<file path="config.mk">
export PLATFORM = sky130hd
export DESIGN_NAME = rf_scoreboard
export DESIGN_NICKNAME = d
export VERILOG_FILES = /design/src/rtl/rf_pkg.sv /design/src/rtl/rf_popcount.sv /design/src/rtl/rf_scoreboard.sv
export SDC_FILE = /design/constraint.sdc
export NUM_CORES = 2
export LEC_CHECK = 0
export CAP_MARGIN = 40
export CORE_ASPECT_RATIO = 0.9
export CORE_MARGIN = 10
export CORE_UTILIZATION = 60
export DETAILED_ROUTE_END_ITERATION = 8
export GPL_TIMING_DRIVEN = 0
export PLACE_DENSITY = 0.77
export SKIP_LAST_GASP = 1
export SLEW_MARGIN = 10
export SYNTH_ARGS = -nofsm -noshare
export SYNTH_HDL_FRONTEND = slang
export SYNTH_SLANG_ARGS = --single-unit
</file>
<file path="constraint.sdc">
create_clock -name clk -period 8.02 [get_ports clk]
set_input_delay 1.604 -clock clk [delete_from_list [all_inputs] [get_ports clk]]
set_output_delay 1.604 -clock clk [all_outputs]
set_load 0.02 [all_outputs]
</file>
<file path="src/rtl/rf_pkg.sv">
// rf_pkg -- shared constants for the register-file scoreboard.
//   RF_DW       : default data width
//   RF_AW       : default address width (depth = 2**RF_AW)
//   RF_NRD      : default number of read ports
//   RF_ZERO_IDX : index of the hard-wired zero register
package rf_pkg;
  localparam int RF_DW       = 32;
  localparam int RF_AW       = 5;
  localparam int RF_NRD      = 2;
  localparam int RF_ZERO_IDX = 0;
endpackage

</file>
<file path="src/rtl/rf_popcount.sv">
// rf_popcount -- combinational population count.
// Ports:
//   i_bits  in  N                 bit vector to count
//   o_count out clog2(N+1)        number of set bits in i_bits
module rf_popcount #(
  parameter  int N  = 32,
  localparam int CW = $clog2(N + 1)
) (
  input  logic [N-1:0]  i_bits,
  output logic [CW-1:0] o_count
);

  always_comb begin
    o_count = '0;
    for (int i = 0; i < N; i++) begin
      o_count = o_count + CW'(i_bits[i]);
    end
  end

endmodule

</file>
<file path="src/rtl/rf_scoreboard.sv">
// rf_scoreboard -- register file with per-register pending (busy) bits.
// An issue marks a destination register pending; a write-back stores data
// and clears the pending bit. Register 0 is hard-wired to zero and never busy.
// Reads are combinational.
// Configuration macro: RF_BYPASS_EN -- when defined, a read port whose
// address matches an in-flight write-back (wr_en, nonzero wr_addr) returns
// wr_data with rd_busy=0 in the same cycle.
// Ports:
//   clk       in  1        clock, rising edge
//   rst_n     in  1        asynchronous active-low reset
//   wr_en     in  1        write-back strobe
//   wr_addr   in  AW       write-back register index
//   wr_data   in  DW       write-back data
//   iss_en    in  1        issue strobe (sets destination busy)
//   iss_addr  in  AW       issued destination register index
//   rd_addr   in  NRD*AW   packed read addresses, port k at [k*AW +: AW]
//   rd_data   out NRD*DW   packed read data, port k at [k*DW +: DW]
//   rd_busy   out NRD      per-port busy flag
//   busy_cnt  out AW+1     number of registers currently busy
module rf_scoreboard
  import rf_pkg::*;
#(
  parameter int DW  = RF_DW,
  parameter int AW  = RF_AW,
  parameter int NRD = RF_NRD
) (
  input  logic              clk,
  input  logic              rst_n,
  input  logic              wr_en,
  input  logic [AW-1:0]     wr_addr,
  input  logic [DW-1:0]     wr_data,
  input  logic              iss_en,
  input  logic [AW-1:0]     iss_addr,
  input  logic [NRD*AW-1:0] rd_addr,
  output logic [NRD*DW-1:0] rd_data,
  output logic [NRD-1:0]    rd_busy,
  output logic [AW:0]       busy_cnt
);

  localparam int            DEPTH    = 2 ** AW;
  localparam logic [AW-1:0] ZERO_IDX = AW'(RF_ZERO_IDX);

  logic [DW-1:0]    r_regs [DEPTH];
  logic [DEPTH-1:0] r_busy;
  logic [DEPTH-1:0] w_busy_nxt;
  logic             w_wr_hit;
  logic             w_iss_hit;

  assign w_wr_hit  = wr_en  && (wr_addr  != ZERO_IDX);
  assign w_iss_hit = iss_en && (iss_addr != ZERO_IDX);

  // Clear first, then set: a same-address issue and write-back leaves the
  // register busy because the issue belongs to a newer instruction.
  always_comb begin
    w_busy_nxt = r_busy;
    if (w_wr_hit) begin
      w_busy_nxt[wr_addr] = 1'b0;
    end
    if (w_iss_hit) begin
      w_busy_nxt[iss_addr] = 1'b1;
    end
    w_busy_nxt[ZERO_IDX] = 1'b0;
  end

  always_ff @(posedge clk or negedge rst_n) begin
    if (!rst_n) begin
      r_busy <= '0;
      for (int i = 0; i < DEPTH; i++) begin
        r_regs[i] <= '0;
      end
    end else begin
      r_busy <= w_busy_nxt;
      if (w_wr_hit) begin
        r_regs[wr_addr] <= wr_data;
      end
    end
  end

  rf_popcount #(.N(DEPTH)) u_popcount (
    .i_bits  (r_busy),
    .o_count (busy_cnt)
  );

  for (genvar k = 0; k < NRD; k++) begin : g_rd
    logic [AW-1:0] w_ra;
    logic          w_zero;
    logic          w_fwd;

    assign w_ra   = rd_addr[k*AW +: AW];
    assign w_zero = (w_ra == ZERO_IDX);
`ifdef RF_BYPASS_EN
    // Forwarded value is the completed result, so it is never reported busy,
    // even if the same register is re-issued this cycle.
    assign w_fwd  = w_wr_hit && (w_ra == wr_addr);
`else
    assign w_fwd  = 1'b0;
`endif

    assign rd_data[k*DW +: DW] = w_zero ? '0   : (w_fwd ? wr_data : r_regs[w_ra]);
    assign rd_busy[k]          = w_zero ? 1'b0 : (w_fwd ? 1'b0    : r_busy[w_ra]);
  end

endmodule
</file>
# --- Word-level counts from Yosys, hierarchy flattened ---
# Cells that the tools add are included.
word_totals:
  ff_bits: 1055
  output_inout_bits: 72
  in_bits: 56
  word_cells: 111
classes:
  muxes: 23
  addsub: 30
  bitwise: 6
  n_lt_le_gt_ge: 10
  reduce_logical: 9
ops:
  columns: ["op", "count"]
  rows:
  - ["bitwise mux 1024 bit", 1]
  - ["binary-select mux 32 bit (select 5 bit)", 2]
  - ["two-way mux 32 bit", 9]
  - ["adder 6 x 1 -> 6 bit", 29]
  - ["demux 32 bit (select 5 bit)", 1]
  - ["AND 32 bit", 1]
  - ["inverter 32 bit", 1]
  - ["OR 32 bit", 1]
  - ["< comparator 5 x 6 -> 1 bit (second input constant)", 4]
  - [">= comparator 6 bit (second input constant)", 3]
  - ["inverter 5 -> 6 bit", 3]
  - ["binary-select mux 1 bit (select 5 bit)", 2]
  - ["demux 1 bit (select 5 bit)", 2]
  - [">= comparator 5 x 1 -> 1 bit (second input constant)", 2]
  - ["logical NOT 5 bit", 2]
  - ["nonzero test 5 bit", 2]
  - ["< comparator 6 x 1 -> 1 bit (second input constant)", 1]
  - ["two-way mux 1 bit", 6]
  - ["logical AND 1 bit", 5]
  - ["adder 1 x 1 -> 2 bit", 1]

# --- Logic depth before layout (Yosys ltp) ---
logic_depth:
  depth_word: 30
  mapped_depth: 16
  mapped_depth_nobuf: 16

# --- By module ---
# From an unflattened synthesis, not the netlist that was laid out.
hier_totals:
  cells_unflattened: 3861
  hier_area_um2: 58238.4
modules_own_cells:
  columns: ["module", "seq_area_each_um2", "cells_each", "n_inst", "area_each_um2"]
  rows:
  - ["rf_scoreboard", 26400.3, 3773, 1, 57362.5]
  - ["rf_popcount", 0.0, 88, 1, 875.8]

# --- Worst setup path after synthesis ---
# OpenSTA, ideal clock, no wires.
synth_path:
  path_type: "reg2out"
  startpoint: "reg r_busy[1]"
  endpoint: "out busy_cnt[4]"
  path_buffers: 0
  path_slack_ns: 1.583
  arrival_ns: 4.833
  required_ns: 6.416
  path_stages_with_launch: 17
  path_cell_list: "dfrtp_1 > ha_1 > inv_1 > fa_1 > inv_1 > fa_1 > fa_1 > fa_1 > fa_1 > inv_1 > fa_1 > inv_1 > ha_1 > fa_1 > a21o_1 > a21oi_1 > xnor2_1"
synth_between:
  elab_chain_len: 30
synth_lines:
  columns: ["item", "line_no", "text"]
  rows:
  - ["from (decl)", "rf_scoreboard.sv:44", "logic [DEPTH-1:0] r_busy;"]
  - ["from (signal assigned)", "rf_scoreboard.sv:72", "r_busy <= w_busy_nxt;"]
  - ["adder 1 x 1 -> 2 bit", "rf_popcount.sv:16", "o_count = o_count + CW'(i_bits[i]);"]
  - ["adder 6 x 1 -> 6 bit (29 in a row)", "rf_popcount.sv:16", null]
  - ["to (decl)", "rf_scoreboard.sv:37", "output logic [AW:0] busy_cnt"]
# No other way between the ends.

# --- Final worst setup path ---
layout_path:
  startpoint: "reg r_busy[1]"
  endpoint: "out busy_cnt[2]"
# Same word-level chain as after synthesis.

==> results.cfg <==
[logic_synthesis]
avgSynthCellArea_sq_um = 15.5
yosysMostFrequentCell = dfrtp_1
ys_top_cells_by_count = dfrtp_1 (1055), mux2_2 (1033), mux4_2 (491)
synth_cell_types = 46
synth_top_area_frac = 0.465
yosys_warnings = 0
ys_async_sr_fraction = 1.00
synth_area_leader_cell = dfrtp_1
ys_ff_latch = 1055
synth_area_leaders = dfrtp_1 (46%), mux2_2 (20%), mux4_2 (19%), mux2i_1 (3.5%), clkbuf_1 (1.4%)
syn_nets = 3758
synth_edf_count = 0
syn_area_sq_um = 56800
syn_inst = 3670
synthFlopType = dfrtp_1
ys_seq_area_frac = 0.465

[detailed_routing]
drt_iter0_drc = 6309
ant_nets = 0
met1Wirelength_mm = 74.4
remaining_drc_errors = 0
wire_per_inst_microns = 39.9
viasPerCell = 7.56
wl_met2_mm = 88.5
num_vias = 40600
dr.pass1.iters = 9
wl_mm = 214
wl_met3_mm = 34.4
top_layer_used = met5

[power]
p_leak_nw = 28.3
power_switching_w = 0.00631
combPwrFrac = 0.342
p_int_w = 0.0131
vdd_drop_max_mv = 1.34
swShare = 0.326
power_density_nw_per_um2 = 297
pwr-share-seq = 0.373
clock_power_share = 0.285

[sta]
finalSetupTns_ns = 0
maxSlewHeadroom = 0.217
fin_crit_sh = 0.946
skew_ns = 0
hold_viol = 0
grt_setup_unrepaired = false
maxSlewViolCount = 0
fmax_ghz = 0.132
setup_violations = 0
setup_slack_ns = 0.432
worst_pin_slew_ns = 1.17
layout_min_cycle_time_ns = 7.59

[place]
pre_cts_ws_ns = 0.754
portBuffers = 121
dp_hpwl_mm = 152
finalWeightedCongestion = 1.01
placed_cell_area_sq_um = 61200

[clocking]
insertion_delay_ns = 0.72
clk_path_buf_depth = 3
path_clk_slew_ns = 0.07
clock-sinks = 1055
cts_tree = done
cts_root_buffer = clkbuf_16
h-tree-depth = 3
cts_buffers = 109

[grt]
grtUsageTotal = 0.396
grt_pass1_vias = 40800
antenna_found_initial = 11
grt_max_degree = 156
grt_pass1_wl_mm = 302
grt.overflow.total = 0

[worst_setup_path]
ff2ff_setup_slack_ns = 7.13
regToRegStartpoint = r_busy[13]$_DFF_PN0_
endpoint = busy_cnt[2]
critPathLaunch = r_busy[1]$_DFF_PN0_
timing.rr.end = r_busy[13]$_DFF_PN0_
startpoint_type = register
cp_max_fo = 4
reg2reg_depth = 2
worstSetupEndpointType = output pin
crit_arrival_ns = 5.98
critPathKind = register to output pin
crit_required_ns = 6.42

[layout]
layout.nets = 4111
fillers = 6424
drive_above_1_share = 0.490
fin_area_sq_um = 65100
areaGrowthSynthToFinish_pct = 14.7
final_core_util = 0.691

[outcome]
status = finished clean

[floorplanning]
io_pins = 128
coreArea_sq_um = 94300
die_x_microns = 344
dieArea_sq_um = 107000
die_h_microns = 312
row_count = 107
start_util = 0.603

[hold_path]
hold_class = register to register

[job]
cap_violations = 0
layout make-up:
cell class	count	area, sq um	share of cell area
Antenna cell	4	10.0	0.000154
Inverter	33	124	0.00190
Timing Repair Buffer	242	2900	0.0445
Multi-Input combinational cell	2163	28300	0.435
Clock inverter	45	579	0.00889
Tap cell	1253	1570	0.0241
Clock buffer	159	3270	0.0502
Buffer	419	1950	0.0300
Sequential cell	1055	26400	0.405
cell families after synthesis:
family	synth area share
and+or+nand+nor	0.00903
muxes	0.439
xor gates and xnor gates	0.000463
DFF	0.465
AOI/OAI and AO/OA	0.0401
adders and majority gates	0.0101
buffers and inverters	0.0365
power by group through the flow:
| stage | registers, W | clock network [W] | logic (W) |
|---|---|---|---|
| 5_1_grt | 0.00730 | 0.00570 | 0.00707 |
| 3_5_place_dp | 0.00724 | 0 | 0.00654 |
| 6_report | 0.00723 | 0.00551 | 0.00663 |
| 4_1_cts | 0.00715 | 0.00550 | 0.00657 |
| 3_3_place_gp | 0.00723 | 0 | 0.00634 |
| 2_1_floorplan | 0.00690 | 0 | 0.00446 |
what timing repair did:
action | 4_1_cts | 5_1_grt
resized for setup | 0 | 1
hold buffers | 0 | 0
setup buffers | 0 | 0
endpoints found under the setup margin | 0 | 1
critical path, stage by stage, from the launching register on:
cell and delay, ns:
dfrtp_1 0.45, ha_1 0.32, inv_1 0.05, fa_1 0.48, inv_1 0.05, fa_1 0.46, fa_1 0.53, fa_1 0.43
fa_1 0.49, inv_1 0.05, fa_1 0.48, inv_1 0.05, ha_1 0.21, fa_1 0.45, xor2_1 0.14, clkdlybuf4s50_1 0.63
through the flow:
| stage | power [W] | instances | hold slack (ns) |
|---|---|---|---|
| 2_1_floorplan | 0.0114 | 3670 | 0.425 |
| 3_3_place_gp | 0.0136 | 5044 | 0.438 |
| 3_5_place_dp | 0.0138 | 5157 | 0.448 |
| 4_1_cts | 0.0192 | 5361 | 0.462 |
| 5_1_grt | 0.0201 | 5369 | 0.477 |
| 6_report | 0.0194 | 5373 | 0.468 |
layer usage:
metal  track usage  up-vias
met5       0.00226        -
met4         0.245       20
met3         0.206      964
met2         0.540     3494
met1         0.494    21100
li1              -    15000
worst min-delay path by stage:
stage	start	end	slack, ns	cells after the start
after CTS	r_regs[992]$_DFFE_PN0P_	r_regs[992]$_DFFE_PN0P_	0.46	1
after detailed placement	r_regs[992]$_DFFE_PN0P_	r_regs[992]$_DFFE_PN0P_	0.45	1
after floorplan	r_regs[992]$_DFFE_PN0P_	r_regs[992]$_DFFE_PN0P_	0.42	1
final	r_regs[998]$_DFFE_PN0P_	r_regs[998]$_DFFE_PN0P_	0.47	1
after global routing	r_regs[998]$_DFFE_PN0P_	r_regs[998]$_DFFE_PN0P_	0.48	1
after global placement	r_regs[996]$_DFFE_PN0P_	r_regs[996]$_DFFE_PN0P_	0.44	1
cell usage in the layout (no fill, tap or decap), types with 39 or more instances in the layout:
master	instances
buf_4	39
a221oi_1	73
buf_2	102
mux2i_1	201
buf_6	68
mux4_2	491
buf_8	57
clkdlybuf4s50_1	119
buf_1	54
clkbuf_1	228
dfrtp_1	1055
clkbuf_16	111
o21ai_0	60
mux2_2	1033
sequential cells by signal (all words and copies together), names as in the netlist:
register and cells:
r_regs 1024, r_busy 31
(Power assumes the default switching activity.)
